--- config.mk ---
export PLATFORM = sky130hd
export DESIGN_NAME = execute_stage
export DESIGN_NICKNAME = d
export VERILOG_FILES = /design/src/rtl/execute_stage.sv
export SDC_FILE = /design/constraint.sdc
export NUM_CORES = 1
export LEC_CHECK = 0
export BUFFER_PORTS_ARGS = -buffer_cell sky130_fd_sc_hd__buf_2
export CAP_MARGIN = 20
export CELL_PAD_IN_SITES_DETAIL_PLACEMENT = 1
export CELL_PAD_IN_SITES_GLOBAL_PLACEMENT = 1
export CORE_ASPECT_RATIO = 1.4
export CORE_MARGIN = 5
export CORE_UTILIZATION = 45
export DETAILED_ROUTE_END_ITERATION = 6
export PLACE_DENSITY_LB_ADDON = 0.2
export SYNTH_ARGS = -nofsm -noshare
export SYNTH_HDL_FRONTEND = slang
export SYNTH_SLANG_ARGS = --single-unit
--- constraint.sdc ---
create_clock -name clk -period 5.5 [get_ports clk]
set_input_delay 0.275 -clock clk [delete_from_list [all_inputs] [get_ports clk]]
set_output_delay 0.275 -clock clk [all_outputs]
set_load 0.1 [all_outputs]
--- src/rtl/execute_stage.sv ---
// execute_stage: ALU, branch/jump resolution and the EX/MEM pipeline register.
// Define EXECUTE_MUL_EN to turn ALU op 1011 into an iterative shift-add multiply.
module execute_stage #(
  parameter int unsigned XLEN       = 32,
  parameter int unsigned MUL_CYCLES = 32
) (
  input  logic            clk,
  input  logic            reset,
  input  logic [XLEN-1:0] RD1E,
  input  logic [XLEN-1:0] RD2E,
  input  logic [XLEN-1:0] PCE,
  input  logic [XLEN-1:0] ImmExt_E,
  input  logic [XLEN-1:0] PC_Plus4E,
  input  logic [4:0]      RdE,
  input  logic            ValidE,
  input  logic [3:0]      ALUControlE,
  input  logic            ALUSrcE,
  input  logic [2:0]      Funct3E,
  input  logic            BranchE,
  input  logic            JumpE,
  input  logic            JalrE,
  input  logic            RegWriteE,
  input  logic            MemWriteE,
  input  logic [1:0]      ResultSrcE,
  input  logic            StallM,
  output logic            PCSrcE,
  output logic [XLEN-1:0] PCTargetE,
  output logic            StallE,
  output logic [XLEN-1:0] ALUResultM,
  output logic [XLEN-1:0] WriteDataM,
  output logic [XLEN-1:0] PC_Plus4M,
  output logic [4:0]      RdM,
  output logic            RegWriteM,
  output logic            MemWriteM,
  output logic [1:0]      ResultSrcM,
  output logic            ValidM
);

  localparam logic [3:0] OP_ADD  = 4'b0000;
  localparam logic [3:0] OP_SUB  = 4'b0001;
  localparam logic [3:0] OP_AND  = 4'b0010;
  localparam logic [3:0] OP_OR   = 4'b0011;
  localparam logic [3:0] OP_XOR  = 4'b0100;
  localparam logic [3:0] OP_SLT  = 4'b0101;
  localparam logic [3:0] OP_SLTU = 4'b0110;
  localparam logic [3:0] OP_SLL  = 4'b0111;
  localparam logic [3:0] OP_SRL  = 4'b1000;
  localparam logic [3:0] OP_SRA  = 4'b1001;
  localparam logic [3:0] OP_LUI  = 4'b1010;
  localparam logic [3:0] OP_MUL  = 4'b1011;

  if (MUL_CYCLES < 1) begin : g_mul_cycles_check
    $error("MUL_CYCLES must be at least 1");
  end

  logic [XLEN-1:0] w_src_b;
  logic [4:0]      w_shamt;
  logic [XLEN-1:0] w_alu_result;
  logic [XLEN-1:0] w_mul_result;
  logic            w_mul_pending;
  logic            w_taken;
  logic [XLEN-1:0] w_jalr_sum;
  logic [XLEN-1:0] w_pc_sum;

  assign w_src_b = ALUSrcE ? ImmExt_E : RD2E;
  assign w_shamt = w_src_b[4:0];

  // ALU
  always_comb begin
    w_alu_result = '0;
    case (ALUControlE)
      OP_ADD:  w_alu_result = RD1E + w_src_b;
      OP_SUB:  w_alu_result = RD1E - w_src_b;
      OP_AND:  w_alu_result = RD1E & w_src_b;
      OP_OR:   w_alu_result = RD1E | w_src_b;
      OP_XOR:  w_alu_result = RD1E ^ w_src_b;
      OP_SLT:  w_alu_result = XLEN'($signed(RD1E) < $signed(w_src_b));
      OP_SLTU: w_alu_result = XLEN'(RD1E < w_src_b);
      OP_SLL:  w_alu_result = RD1E << w_shamt;
      OP_SRL:  w_alu_result = RD1E >> w_shamt;
      OP_SRA:  w_alu_result = XLEN'($signed(RD1E) >>> w_shamt);
      OP_LUI:  w_alu_result = w_src_b;
      OP_MUL:  w_alu_result = w_mul_result;
      default: w_alu_result = '0;
    endcase
  end

  // Branch condition always compares the raw register operands
  always_comb begin
    w_taken = 1'b0;
    case (Funct3E)
      3'b000:  w_taken = (RD1E == RD2E);
      3'b001:  w_taken = (RD1E != RD2E);
      3'b100:  w_taken = ($signed(RD1E) <  $signed(RD2E));
      3'b101:  w_taken = ($signed(RD1E) >= $signed(RD2E));
      3'b110:  w_taken = (RD1E <  RD2E);
      3'b111:  w_taken = (RD1E >= RD2E);
      default: w_taken = 1'b0;
    endcase
  end

  assign w_jalr_sum = RD1E + ImmExt_E;
  assign w_pc_sum   = PCE + ImmExt_E;
  assign PCTargetE  = JalrE ? (w_jalr_sum & {{(XLEN-1){1'b1}}, 1'b0}) : w_pc_sum;
  assign PCSrcE     = ValidE & (JumpE | (BranchE & w_taken));
  assign StallE     = StallM | w_mul_pending;

`ifdef EXECUTE_MUL_EN
  localparam int unsigned CNTW = (MUL_CYCLES > 1) ? $clog2(MUL_CYCLES) : 1;

  typedef enum logic [1:0] {
    ST_IDLE,
    ST_BUSY,
    ST_DONE
  } mul_state_e;

  mul_state_e      r_state;
  mul_state_e      w_state_next;
  logic [XLEN-1:0] r_mcand;
  logic [XLEN-1:0] r_mplier;
  logic [XLEN-1:0] r_prod;
  logic [CNTW-1:0] r_count;
  logic            w_mul_start;
  logic            w_last_step;

  assign w_mul_start   = (r_state == ST_IDLE) && ValidE && (ALUControlE == OP_MUL) && !StallM;
  assign w_last_step   = (r_count == CNTW'(MUL_CYCLES - 1));
  assign w_mul_pending = w_mul_start || (r_state == ST_BUSY);
  assign w_mul_result  = (r_state == ST_DONE) ? r_prod : '0;

  always_ff @(posedge clk or posedge reset) begin
    if (reset) r_state <= ST_IDLE;
    else       r_state <= w_state_next;
  end

  // DONE waits for the EX/MEM register to accept the product
  always_comb begin
    w_state_next = r_state;
    case (r_state)
      ST_IDLE: if (w_mul_start) w_state_next = ST_BUSY;
      ST_BUSY: if (w_last_step) w_state_next = ST_DONE;
      ST_DONE: if (!StallM)     w_state_next = ST_IDLE;
      default: w_state_next = ST_IDLE;
    endcase
  end

  always_ff @(posedge clk or posedge reset) begin
    if (reset) begin
      r_mcand  <= '0;
      r_mplier <= '0;
      r_prod   <= '0;
      r_count  <= '0;
    end else if (w_mul_start) begin
      r_mcand  <= RD1E;
      r_mplier <= w_src_b;
      r_prod   <= '0;
      r_count  <= '0;
    end else if (r_state == ST_BUSY) begin
      if (r_mplier[0]) r_prod <= r_prod + r_mcand;
      r_mcand  <= r_mcand << 1;
      r_mplier <= r_mplier >> 1;
      r_count  <= r_count + CNTW'(1);
    end
  end
`else
  assign w_mul_pending = 1'b0;
  assign w_mul_result  = '0;
`endif

  // EX/MEM register: hold on StallM, bubble while a multiply is in flight
  always_ff @(posedge clk or posedge reset) begin
    if (reset) begin
      ALUResultM <= '0;
      WriteDataM <= '0;
      PC_Plus4M  <= '0;
      RdM        <= '0;
      RegWriteM  <= 1'b0;
      MemWriteM  <= 1'b0;
      ResultSrcM <= '0;
      ValidM     <= 1'b0;
    end else if (!StallM) begin
      if (w_mul_pending) begin
        ValidM    <= 1'b0;
        RegWriteM <= 1'b0;
        MemWriteM <= 1'b0;
      end else begin
        ALUResultM <= w_alu_result;
        WriteDataM <= RD2E;
        PC_Plus4M  <= PC_Plus4E;
        RdM        <= RdE;
        RegWriteM  <= RegWriteE & ValidE;
        MemWriteM  <= MemWriteE & ValidE;
        ResultSrcM <= ResultSrcE;
        ValidM     <= ValidE;
      end
    end
  end

endmodule

==> results of run 1 <==
[through the flow]
stage / hold slack (ns) / cells / utilization [%]
final: -0.006842 / 3011 / 51.67
after global placement: 0.4001 / 2992 / 50.88
after floorplan: 0.4077 / 2292 / -
after global routing: 0.06393 / 3010 / 51.66
after detailed placement: 0.4268 / 2992 / 50.88
after CTS: 0.01192 / 3008 / 51.65
[sequential cells by signal (all words and copies together) (netlist names)]
name,cells
ALUResultM,32
MemWriteM,1
PC_Plus4M,32
RdM,5
RegWriteM,1
ResultSrcM,2
ValidM,1
WriteDataM,32
[cell families (layout without fill, tap and decap cells)]
| kind of cell | count (synthesis) | count (layout) | share of synthesized area (%) |
|---|---|---|---|
| AOI/OAI and AO/OA | 801 | 801 | 30.17 |
| and+or+nand+nor | 638 | 638 | 16.59 |
| buffers and inverters | 274 | 517 | 6.411 |
| muxes | 219 | 219 | 13.85 |
| adders and majority gates | 195 | 195 | 14.45 |
| DFF | 106 | 106 | 15.52 |
| xor gates and xnor gates | 59 | 59 | 3.023 |
| other | 0 | 3 | 0 |
[power groups by stage]
stage / sequential (µW) / combinational, µW / clock (µW)
finish: 914 / 3110 / 703
global route: 925 / 3260 / 736
CTS: 913 / 3060 / 713
detailed placement: 928 / 3050 / 0
global placement: 921 / 2990 / 0
floorplan: 1550 / 1650 / 0
[worst reg2reg max path, delay by kind of cell (launching register included)]
kind | cells | cell delay [ns]
AOI/OAI and AO/OA | 5 | 1.14
DFF | 1 | 0.45
and+or+nand+nor | 2 | 0.38
[Yosys cell counts, types with 10 or more instances]
master / count / area share, %
a2111oi_0: 10 / 0.51
a211oi_1: 22 / 0.97
a21o_1: 49 / 2.2
a21oi_1: 208 / 6.1
a221o_1: 17 / 1.0
a221oi_1: 22 / 1.1
a22oi_1: 22 / 0.97
a31oi_1: 32 / 1.2
and3_1: 13 / 0.48
buf_1: 21 / 0.46
buf_2: 22 / 0.64
clkbuf_1: 87 / 1.9
dfrtp_1: 106 / 16
ha_1: 191 / 14
inv_1: 133 / 2.9
mux2_2: 47 / 3.1
mux2i_1: 162 / 9.5
nand2_1: 229 / 5.0
nand2b_1: 23 / 0.84
nand3_1: 35 / 1.0
nand4_1: 21 / 0.77
nor2_1: 199 / 4.4
nor2b_1: 17 / 0.62
nor3_1: 48 / 1.4
o211ai_1: 29 / 1.3
o21a_1: 17 / 0.75
o21ai_0: 198 / 5.8
o21bai_1: 21 / 0.92
o221ai_1: 14 / 0.72
o22ai_1: 37 / 1.4
o31ai_1: 18 / 0.79
or3_1: 19 / 0.70
xnor2_1: 24 / 1.2
xor2_1: 35 / 1.8
[layer usage]
layer	global-route usage, %	wire length, µm	vias up
li1	-	-	8921
met1	44.01	31690	9692
met2	63.36	38860	1008
met3	6.001	6073	249
met4	22.39	5422	6
met5	0	40	-
[worst max path at each step]
stage | from | endpoint
6_report | ALUSrcE | ALUResultM[30]$_DFFE_PP0N_
5_1_grt | RD1E[1] | PCTargetE[30]
4_1_cts | RD1E[1] | PCTargetE[30]
3_5_place_dp | ALUSrcE | ALUResultM[30]$_DFFE_PP0N_
3_3_place_gp | ALUSrcE | ALUResultM[30]$_DFFE_PP0N_
2_1_floorplan | PCE[0] | PCTargetE[28]
[layout make-up]
type	instances	area share [%]
antenna	3	0.03872
clock buffer	10	1.233
clock inverter	6	0.2582
inverter	137	2.678
multi-input combinational	1912	69.12
sequential	106	13.68
tap	473	3.053
timing repair buffer	364	9.939
==> results.sh, run 1 <==
export IMPL_p_int_uw=1978
export IMPL_cts_root_buf="clkbuf_16"
export IMPL_worstSkewPairLatency_ns=0.40
export IMPL_worst_ep_required_time_ns=5.80
export IMPL_p_per_area_nw_per_um2=243.6
export IMPL_r2r_start="ALUResultM[31]$_DFFE_PP0N_"
export IMPL_grt_remaining_overflow=0
export IMPL_worst_pin_slew_ns=1.220
export IMPL_final_cell_area_um2=19390
export IMPL_place_ws_ns=0.5892
export IMPL_die_w_um=174.7
export IMPL_cts_resized=0
export IMPL_row_count=84
export IMPL_wl_um=82090
export IMPL_syn_nets=2671
export IMPL_synth_seq_cells=106
export IMPL_hpwlAfterDp_um=64810
export IMPL_postCtsSetupBuffers=0
export IMPL_setup_viol=0
export IMPL_violations="negative hold slack"
export IMPL_crit_path_top_delay_cell="a2111oi_0"
export IMPL_htreeDepth=3
export IMPL_start_util_pct=45.56
export IMPL_slew_headroom_pct=18.61
export IMPL_ant_nets=0
export IMPL_design_die_area_um2=42050
export IMPL_drive_above_1_share_pct=18.62
export IMPL_viasPerCell=6.601
export IMPL_grt_pass1_wl_um=121700
export IMPL_path_clk_slew_ns=0.10
export IMPL_postSynthAreaPerCell_um2=7.459
export IMPL_yosysWarnings=0
export IMPL_p_seq_share_pct=19.3
export IMPL_fin_skew_ns=0
export IMPL_yosysSeqAreaShare_pct=15.52
export IMPL_crit_fanout=23
export IMPL_route_vias_total=19880
export IMPL_critPathKind="in2reg"
export IMPL_cts_hold_repair_buffers=0
export IMPL_track_usage_pct=37.12
export IMPL_tns_ns=0
export IMPL_drc=0
export IMPL_finalCritPeriodShare_pct=84.12
export IMPL_status="complete, but fails checks"
export IMPL_hp_class="in2async"
export IMPL_drt_wirelength_per_cell_um=27.26
export IMPL_maxCapViolCount=0
export IMPL_finalPower_uw=4723
export IMPL_fmax_mhz=216.1
export IMPL_power_share_combinational_pct=65.8
export IMPL_syn_inst=2292
export IMPL_ff2ff_path_depth=7
export IMPL_syn2layout_area_growth_pct=13.39
export IMPL_cp_start_kind="input port"
export IMPL_async_reset_ff_share_pct=100.0
export IMPL_leakage_uw=0.009364
export IMPL_die_h_um=240.6
export IMPL_synthDistinctLibCells=83
export IMPL_first_pass_iters=7
export IMPL_grt_max_degree=87
export IMPL_whs_ns=-0.006842
export IMPL_crit_buf_inv=2
export IMPL_multi_input_area_um2=13400
export IMPL_cts_tree="yes"
export IMPL_p_clk_share_pct=14.9
export IMPL_crit_path_cell_trace="buf_2, buf_4, mux2i_1, ha_1, or3_1, a2111oi_0, nor2_1, a21oi_1, and2_1, mux2i_1, a31oi_1, o31a_1"
export IMPL_peakVddDrop_uv=162.8
export IMPL_rsz0062_at_grt="false"
export IMPL_seqCellArea_um2=2653
export IMPL_antenna_found_initial=7
export IMPL_gp_congestion=1.036
export IMPL_layout_common_cells="buf_2, nand2_1, a21oi_1"
export IMPL_critical_path_depth=12
export IMPL_synth_area_um2=17100
export IMPL_critPathArrivalTime_ns=4.92
export IMPL_io_buffers=323
export IMPL_critical_path_top_delay_family="compound AO/OA/AOI/OAI gates"
export IMPL_critPathMostFrequentCell="mux2i_1"
export IMPL_ys_flop_type="dfrtp_1"
export IMPL_worstSetupEndpointType="register"
export IMPL_r2r_slack_ns=3.43
export IMPL_place_area_um2=19090
export IMPL_core_area_um2=37520
export IMPL_first_iter_violations=1373
export IMPL_clock_sink_count=106
export IMPL_r2r_end="ALUResultM[31]$_DFFE_PP0N_"
export IMPL_final_hold_violation_count=2
export IMPL_slew_violations=0
export IMPL_first_global_vias=20610
export IMPL_pin_count=324
export IMPL_fin_crit_ns=4.627
export IMPL_critical_path_max_stage_delay_ns=0.73
export IMPL_synth_edf_count=0
export IMPL_switching_share_pct=58.11
export IMPL_clock_path_buffers=2
export IMPL_setup_ws_ns=0.8734
export IMPL_cts_made_buffers=9
export IMPL_nets=2909
export IMPL_num_fill_cells=4808
export IMPL_p_switching_uw=2745
export IMPL_layout_commonest_cell="buf_2"
(Power assumes the default switching activity.)
==> run 2: changes to the inputs <==
Settings changed: ABC_AREA set to 1, CORE_UTILIZATION 45 to 36.
Clock period 5.5 ns to 3.95 ns, I/O delays scaled along.
==> results.sh, run 2 <==
export IMPL_fin_skew_ns=0
export IMPL_power_share_combinational_pct=66.0
export IMPL_synth_largest_area_cell="nand2_1"
export IMPL_gp_congestion=1.035
export IMPL_die_w_um=202.3
export IMPL_track_usage_pct=37.49
export IMPL_first_iter_violations=1562
export IMPL_viasPerCell=5.875
export IMPL_syn2layout_area_growth_pct=15.53
export IMPL_critPathKind="in2reg"
export IMPL_yosysMostFrequentCell="nand2_1"
export IMPL_p_int_uw=2653
export IMPL_ys_flop_type="dfrtp_1"
export IMPL_finalCritPeriodShare_pct=87.96
export IMPL_p_clk_share_pct=15.2
export IMPL_cts_made_buffers=9
export IMPL_path_clk_slew_ns=0.10
export IMPL_grt_remaining_overflow=0
export IMPL_top_regs="ALUResultM x32, PC_Plus4M x32, WriteDataM x32"
export IMPL_synth_compound_area_share_pct=20.39
export IMPL_leakage_uw=0.01155
export IMPL_row_count=98
export IMPL_yosysSeqAreaShare_pct=14.23
export IMPL_synth_area_um2=18640
export IMPL_synth_top_family_by_area="simple AND/OR/NAND/NOR gates"
export IMPL_maxCapViolCount=0
export IMPL_slew_violations=0
export IMPL_ff2ff_path_depth=2
export IMPL_fmax_mhz=287.8
export IMPL_synthDistinctLibCells=58
export IMPL_r2r_slack_ns=3.18
export IMPL_setup_viol=0
export IMPL_hp_class="in2reg"
export IMPL_layout_common_cells="nand2_1, nand3_1, inv_1"
export IMPL_synth_area_leaders="nand2_1, dfrtp_1, ha_1, nand3_1, inv_1"
export IMPL_grt_max_degree=82
export IMPL_muxShareOfSynthArea_pct=0.1745
export IMPL_tns_ns=0
export IMPL_start_util_pct=36.45
export IMPL_core_area_um2=51130
export IMPL_first_pass_iters=5
export IMPL_die_h_um=279.2
export IMPL_crit_start="ALUSrcE"
export IMPL_r2r_end="ALUResultM[17]$_DFFE_PP0N_"
export IMPL_nets=3937
export IMPL_htreeDepth=3
export IMPL_synthSimpleGateAreaFrac_pct=40.85
export IMPL_io_buffers=323
export IMPL_switching_share_pct=61.43
export IMPL_hpwlAfterDp_um=90560
export IMPL_postSynthAreaPerCell_um2=5.721
export IMPL_worstSkewPairLatency_ns=0.40
export IMPL_worst_pin_slew_ns=1.133
export IMPL_p_per_area_nw_per_um2=319.4
export IMPL_drc=0
export IMPL_synth_common_cells="nand2_1, nand3_1, inv_1"
export IMPL_syn_inst=3258
export IMPL_first_global_vias=26760
export IMPL_worst_ep_required_time_ns=4.24
export IMPL_drt_wirelength_per_cell_um=26.15
export IMPL_clock_path_buffers=2
export IMPL_clock_sink_count=106
export IMPL_design_die_area_um2=56490
export IMPL_ant_nets=0
export IMPL_drive_above_1_share_pct=13.02
export IMPL_status="complete, no violations"
export IMPL_wl_um=110300
export IMPL_yosysWarnings=0
export IMPL_route_vias_total=24780
export IMPL_r2r_start="ALUResultM[17]$_DFFE_PP0N_"
export IMPL_rsz0062_at_grt="false"
export IMPL_grt_pass1_wl_um=161800
export IMPL_num_fill_cells=7228
export IMPL_p_switching_uw=4225
export IMPL_yosysTopAreaCellShare_pct=20.72
export IMPL_finalPower_uw=6878
export IMPL_critPathArrivalTime_ns=3.76
export IMPL_cts_tree="yes"
export IMPL_final_util_pct=42.11
export IMPL_final_hold_violation_count=0
export IMPL_layout_commonest_cell="nand2_1"
export IMPL_synth_fa_ha_area_share_pct=13.25
export IMPL_cts_root_buf="clkbuf_16"
export IMPL_async_reset_ff_share_pct=100.0
export IMPL_synth_edf_count=0
export IMPL_crit_fanout=33
export IMPL_antenna_found_initial=6
export IMPL_synth_seq_cells=106
export IMPL_cp_start_kind="input port"
export IMPL_worstSetupEndpointType="register"
export IMPL_syn_nets=3637
export IMPL_pin_count=324
export IMPL_synth_xor_area_share_pct=0.6109
export IMPL_fin_crit_ns=3.474
export IMPL_endpoint="ALUResultM[28]$_DFFE_PP0N_"
export IMPL_p_seq_share_pct=18.8
export IMPL_peakVddDrop_uv=200.9
export IMPL_postCtsSetupBuffers=0
export IMPL_slew_headroom_pct=24.48
-- run 2: cell types whose count changed after synthesis, moves of 32 or more --
cell,previous run,this run
o21ai_0,198,230
nor2_1,199,246
nand3_1,35,368
nand2_1,229,1029
mux2_2,47,2
inv_1,133,346
clkbuf_1,87,55
mux2i_1,162,1
-- run 2: worst max-delay path: stages --
cell and delay, ns:
buf_2 0.23, inv_4 0.16, or2_2 0.30, o21ai_1 0.17, ha_1 0.41, inv_1 0.30
nand2_1 0.24, nor2_1 0.31, nand2_1 0.23, nor4_1 0.38, nand2_1 0.29, nand3_1 0.13
nand2_1 0.05, nand3_1 0.08, nand4_1 0.09, nand2_1 0.08, nand2_1 0.08
-- run 2: kinds of logic (layout without fill, tap and decap cells) --
| logic type | after synthesis | in the layout |
|---|---|---|
| AO/OA/AOI/OAI | 661 | 661 |
| XOR/XNOR | 13 | 13 |
| adder cells (fa/ha/maj) | 195 | 195 |
| buffers and inverters | 477 | 782 |
| flip-flops | 106 | 106 |
| multiplexers | 3 | 3 |
| other | 0 | 4 |
| AND/OR/NAND/NOR | 1803 | 1803 |
-- run 2: power groups by stage --
stage          Clock [µW]  Sequential, µW  Combinational, µW
6_report             1050            1290               4540
3_5_place_dp            0            1310               4430
5_1_grt              1090            1300               4810
3_3_place_gp            0            1310               4360
2_1_floorplan           0            2130               2280
4_1_cts              1070            1290               4470
-- run 2: what timing repair did --
action	4_1_cts	5_1_grt
hold buffers	30	0
endpoints found under the hold margin	79	0
resized for setup	0	0
-- run 2: layout make-up --
type                    count  area, µm²  share of cell area, %
diodes                      4      10.01                0.04648
clock inverters             7      80.08                 0.3719
inverters                 357       1350                  6.270
multi-input cells        2675      14040                  65.19
clock buffers               9      225.2                  1.046
repair buffers            409       2365                  10.98
well taps                 650      813.3                  3.777
flip-flops and latches    106       2653                  12.32
-- run 2: metrics by stage --
step | area, µm² | std cells | hold slack [ns] | worst slack, ns
floorplan | 18640 | 3258 | 0.3071 | 0.04680
global placement | 20910 | 4166 | 0.3817 | 0.1859
detailed placement | 20910 | 4166 | 0.3887 | 0.1908
CTS | 21520 | 4212 | 0.001096 | 0.5367
global route | 21530 | 4215 | 0.01431 | 0.1813
finish | 21530 | 4217 | 0.009569 | 0.4756
-- run 2: how the worst min path moves through the flow --
stage | from | endpoint | slack (ns) | cells after the start
final | PC_Plus4E[20] | PC_Plus4M[20]$_DFFE_PP0N_ | 0.01 | 3
after global routing | PC_Plus4E[18] | PC_Plus4M[18]$_DFFE_PP0N_ | 0.01 | 3
after CTS | PC_Plus4E[18] | PC_Plus4M[18]$_DFFE_PP0N_ | 0.001 | 3
after detailed placement | reset | PC_Plus4M[6]$_DFFE_PP0N_ | 0.39 | 2
after global placement | reset | PC_Plus4M[6]$_DFFE_PP0N_ | 0.38 | 2
after floorplan | PC_Plus4E[0] | PC_Plus4M[0]$_DFFE_PP0N_ | 0.31 | 2
-- run 2: metal layers --
metal	GRT usage, %	wire [µm]
met1	39.76	39720
met4	25.85	9237
met5	0	23
met2	68.65	55370
met3	4.775	5935
